[config.mk]
export PLATFORM = sky130hd
export DESIGN_NAME = stream_demux_1_n
export DESIGN_NICKNAME = d
export VERILOG_FILES = /design/src/rtl/stream_demux_1_n_pkg.sv /design/src/rtl/demux_sel_dec.sv /design/src/rtl/stream_demux_1_n.sv
export SDC_FILE = /design/constraint.sdc
export NUM_CORES = 1
export LEC_CHECK = 0
export CELL_PAD_IN_SITES_DETAIL_PLACEMENT = 0
export CELL_PAD_IN_SITES_GLOBAL_PLACEMENT = 1
export CORE_MARGIN = 1
export CORE_UTILIZATION = 34
export DETAILED_ROUTE_END_ITERATION = 16
export PLACE_DENSITY = 0.92
export SYNTH_ARGS = -nofsm -noshare
export SYNTH_HDL_FRONTEND = slang
export SYNTH_SLANG_ARGS = --single-unit
[constraint.sdc]
create_clock -name clk -period 2.55 [get_ports clk]
set_clock_uncertainty 0.15 [all_clocks]
set_input_delay 0.255 -clock clk [delete_from_list [all_inputs] [get_ports clk]]
set_output_delay 0.255 -clock clk [all_outputs]
set_load 0.005 [all_outputs]
[src/rtl/stream_demux_1_n_pkg.sv]
// Shared definitions for the stream_demux_1_n slice: FSM state encodings and counter width.
package stream_demux_1_n_pkg;

    localparam logic ST_EMPTY = 1'b0;
    localparam logic ST_FULL  = 1'b1;

    localparam int unsigned COUNT_W = 16;

endpackage

[src/rtl/demux_sel_dec.sv]
// Select decoder: binary channel select to one-hot, plus a flag for selects with no channel.
module demux_sel_dec #(
    parameter int unsigned N_CH  = 4,
    parameter int unsigned SEL_W = $clog2(N_CH)
) (
    input  logic [SEL_W-1:0] sel_i,
    output logic [N_CH-1:0]  onehot_o,
    output logic             out_of_range_o
);

    always_comb begin
        onehot_o = '0;
        for (int unsigned k = 0; k < N_CH; k++) begin
            onehot_o[k] = (sel_i == SEL_W'(k));
        end
        // No bit matches exactly when the select names a channel that does not exist.
        out_of_range_o = ~|onehot_o;
    end

endmodule

[src/rtl/stream_demux_1_n.sv]
// Registered 1-to-N valid/ready stream demux with a one-entry holding register.
// Optional per-channel transfer counters are enabled by defining DEMUX_COUNT_EN.
module stream_demux_1_n
    import stream_demux_1_n_pkg::*;
#(
    parameter int unsigned N_CH   = 4,
    parameter int unsigned DATA_W = 8,
    parameter int unsigned SEL_W  = $clog2(N_CH)
) (
    input  logic              clk,
    input  logic              rst,
    input  logic              en,
    input  logic              in_valid,
    output logic              in_ready,
    input  logic [SEL_W-1:0]  in_sel,
    input  logic [DATA_W-1:0] in_data,
    output logic [N_CH-1:0]   out_valid,
    input  logic [N_CH-1:0]   out_ready,
    output logic [DATA_W-1:0] out_data,
    output logic              sel_err
`ifdef DEMUX_COUNT_EN
    ,
    output logic [N_CH*COUNT_W-1:0] ch_count
`endif
);

    logic              state_q, state_d;
    logic [N_CH-1:0]   oh_q, oh_d;
    logic [DATA_W-1:0] data_q, data_d;
    logic              err_q, err_d;

    logic [N_CH-1:0]   in_oh;
    logic              in_oor;
    logic              out_fire;
    logic              in_fire;

    demux_sel_dec #(
        .N_CH  (N_CH),
        .SEL_W (SEL_W)
    ) u_dec (
        .sel_i          (in_sel),
        .onehot_o       (in_oh),
        .out_of_range_o (in_oor)
    );

    // The destination is held already decoded, so out_valid can never be multi-hot.
    assign out_valid = oh_q;
    assign out_data  = data_q;
    assign sel_err   = err_q;

    assign out_fire = |(oh_q & out_ready);
    assign in_ready = en & ((state_q == ST_EMPTY) | out_fire);
    assign in_fire  = in_valid & in_ready;

    always_comb begin
        state_d = state_q;
        oh_d    = oh_q;
        data_d  = data_q;
        err_d   = 1'b0;
        if (out_fire) begin
            state_d = ST_EMPTY;
            oh_d    = '0;
        end
        if (in_fire) begin
            if (in_oor) begin
                err_d = 1'b1;
            end else begin
                state_d = ST_FULL;
                oh_d    = in_oh;
                data_d  = in_data;
            end
        end
    end

    always_ff @(posedge clk) begin
        if (rst) begin
            state_q <= ST_EMPTY;
            oh_q    <= '0;
            data_q  <= '0;
            err_q   <= 1'b0;
        end else begin
            state_q <= state_d;
            oh_q    <= oh_d;
            data_q  <= data_d;
            err_q   <= err_d;
        end
    end

`ifdef DEMUX_COUNT_EN
    logic [N_CH-1:0][COUNT_W-1:0] cnt_q;

    always_ff @(posedge clk) begin
        if (rst) begin
            cnt_q <= '0;
        end else begin
            for (int unsigned k = 0; k < N_CH; k++) begin
                if (oh_q[k] && out_ready[k]) begin
                    cnt_q[k] <= cnt_q[k] + COUNT_W'(1);
                end
            end
        end
    end

    assign ch_count = cnt_q;
`endif

endmodule

==> summary.md, run 1 <==
| Metric | Value |
|---|---|
| Max_cap viols | 0 |
| Initial antenna violation count | 0 |
| Leading area contributor after synthesis | dfxtp_1 |
| DRC viols | 0 |
| CP required | approximately 2.1 ns |
| Sequential fraction of the synthesis area | between 30% and 40% |
| Cell Pwr Density | about 390 nW/um2 |
| Multi-input gate area | 540.5 um2 |
| Synth cell count leaders | nor4_1, dfxtp_1, nand2_1 |
| RSZ-0062 raised after global routing | false |
| Peak supply drop | approximately 290 uV |
| Total wire length | roughly 2200 um |
| Nets@finish | 152 |
| Leakage Power | slightly above 0.5 nW |
| Top cells by area, synth | dfxtp_1, nor4_1, and3b_1 |
| Routed vias | roughly 930 |
| Gate Count Post-Synth | between 100 and 150 |
| Syn-to-layout area delta | 37.17% |
| Unique cell type count in the Yosys netlist | 24 |
| Async S/R FF share, synth | 0% |
| Grt ovf | 0 |
| Wire per inst | ~14 um |
| Met1 Wirelength | between 1000 and 1500 um |
| Port bufs | 31 |
| Worst Setup Start Kind | flip-flop |
| Fin crit share | between 90% and 100% |
| Clk Latency, worst-skew pair | between 0.2 and 0.3 ns |
| FMAX | roughly 430 MHz |
| Slew Limit Headroom | roughly 57% |
| Root Driver | clkbuf_4 |
| Yosys warns | 0 |
| WP data arrival | 1.90 ns |
| Met3 wire length | between 100 and 150 um |
| WS Path Type | reg -> out |
| I/O pins | 32 |
| Number of inserted diodes | 0 |
| Max FO, Critical Path | 19 |
| WL met2 | around 1000 um |
| EDFF count, synth | 0 |
| Number of global-route vias before repair | between 700 and 800 |
| Share of post-route cells with drive strength above 1 | ~10% |
| H-tree Lvls | 1 |
| Starting density of the core | 36.49% |
| Syn Nets | ~120 |
| Clock Tree Buf Depth | 2 |
| Setup repair bufs after CTS | 0 |
| CTS Hold Bufs | 0 |
| CP max stage cell | dfxtp_1 |
| Via/cell ratio | about 5.7 |
| First-pass GRT wire length | 3581 um |
| Highest routed layer | met4 |
| Synth top area share | between 30% and 40% |
| DP HPWL | 1480 um |
| Count leader, synth | nor4_1 |
| Fin crit period | 2.302 ns |
| Reg area | roughly 280 um2 |
| Antenna-violating nets left | 0 |
| Cts bufs inserted | 3 |
| Die Y-Extent | approximately 54 um |
| Core Region | between 2000 and 2500 um2 |
| Top_reg_cell synth | dfxtp_1 |
| Drt first pass iters | 4 |
| Setup TNS Final | 0 ns |
| Setup violation total in the final timing report | 0 |
| Least-Margin Pin Slew | roughly 0.65 ns |
| Std cell rows | 18 |
| Critical path's top delay family | flip-flops |
| Die X | between 50 and 60 um |
| Flops & latches, synth | 14 |
| Largest net degree at the start of global routing | 42 |
| DIE AREA | about 2900 um2 |
| Fin. Hold Viols | 0 |
| Num Clock Sinks | 14 |
| Fin util | 50.05% |
| Synthesized area per cell | 8.687 um2 |
| Fill cells | 244 |
| Crit-path max cell delay | approximately 0.74 ns |
| Synthesized area | ~900 um2 |
| Hold/Removal Path Class | reg -> reg |
| Crit path buf inv count | 1 |
| Status | completed |
| GRT Util Overall | around 17% |
| Post-cts sizing count | 0 |
| Clk slew on worst S/H paths | around 0.080 ns |
| TritonCTS clock tree | yes |
| DR iter-0 viols | 5 |
| CP Capture Type | primary output |
| CP Cell Sequence | nand3_1, and2_1, clkdlybuf4s50_1 |
| Gpl congestion | 0.7109 |
| Slew Viols, Final | 0 |
-- flip-flops by register name, indices dropped and copies added (netlist names) --
register	count
out_data	8
out_valid	4
sel_err	1
state_q	1
-- power breakdown --
| part | internal [W] | total [W] | leakage, nW | switching (W) |
|---|---|---|---|---|
| Sequential | 0.000232 | 0.000247 | 0.115 | 0.0000151 |
| Clock | 0.0000548 | 0.000128 | 0.0138 | 0.0000736 |
| Combinational | 0.0000659 | 0.000115 | 0.384 | 0.0000489 |
| Total | 0.000352 | 0.000490 | 0.512 | 0.000137 |
-- per-layer routing --
layer	GRT usage, %	up-vias
met5	0	-
met3	3.672	2
met4	9.649	0
met2	25.31	25
li1	-	472
met1	22.66	432
-- layout by cell type (no fill, tap or decap), types with 3 or more instances in the layout --
| cell | n |
|---|---|
| buf_4 | 4 |
| and3b_1 | 8 |
| or4_1 | 9 |
| clkbuf_4 | 3 |
| a2111oi_2 | 4 |
| o22ai_1 | 4 |
| clkdlybuf4s50_1 | 31 |
| inv_1 | 8 |
| nor4_1 | 16 |
| dfxtp_1 | 14 |
| a2111oi_0 | 4 |
| nand4_1 | 4 |
| nand2_1 | 10 |
-- worst min-delay path, cell delays in order (launching register included) --
cell	delay, ns
dfxtp_1	0.36
nand4_1	0.08
o22ai_1	0.07
-- area by class of cell --
cell class	instances	share of cell area, %
multi-input combinational	72	43.20
sequential	14	22.40
clock buffer	3	1.800
timing repair buffer	35	27.20
tap	30	3.000
inverter	8	2.400
-- cells by family after synthesis --
logic type	count (synthesis)	share of synthesized area, %
AO/OA/AOI/OAI	17	20.30
AND/OR/NAND/NOR	54	38.55
buffers and inverters	19	10.01
other	1	0.4111
flip-flops	14	30.73
-- path summary, 6_finish.rpt --
check | startpoint | end | slack, ns | depth (start not counted)
setup / recovery | state_q$_SDFF_PP0_ | in_ready | 0.25 | 3
hold / removal | out_valid[0]$_SDFF_PP0_ | out_valid[0]$_SDFF_PP0_ | 0.41 | 2
setup reg to reg | out_valid[3]$_SDFF_PP0_ | out_data[3]$_SDFFE_PP0P_ | 0.85 | 3
hold reg to reg | out_valid[0]$_SDFF_PP0_ | out_valid[0]$_SDFF_PP0_ | 0.41 | 2
-- through the flow --
stage | instances | setup slack [ns] | hold WS (ns) | cell area, um2 | total power [W]
floorplan | 105 | 1.008 | 0.2994 | 912.1 | 0.0003014
global placement | 159 | 0.4249 | 0.3921 | 1229 | 0.0003642
detailed placement | 159 | 0.4344 | 0.3968 | 1229 | 0.0003668
CTS | 162 | 0.2413 | 0.4067 | 1251 | 0.0004945
global route | 162 | 0.1557 | 0.4330 | 1251 | 0.0005219
finish | 162 | 0.2484 | 0.4056 | 1251 | 0.0004899
Power figures use the tool's default switching activity.
==> run 2, diff against run 1 <==
--- a/config.mk
+++ b/config.mk
@@ -10,6 +10,8 @@
 export CORE_MARGIN = 1
 export CORE_UTILIZATION = 34
 export DETAILED_ROUTE_END_ITERATION = 16
+export GPL_ROUTABILITY_DRIVEN = 0
+export HOLD_SLACK_MARGIN = 0.1
 export PLACE_DENSITY = 0.92
 export SYNTH_ARGS = -nofsm -noshare
 export SYNTH_HDL_FRONTEND = slang
==> results of run 2 <==
Same layout as run 1: the final DEF is identical, and so are final timing and power.
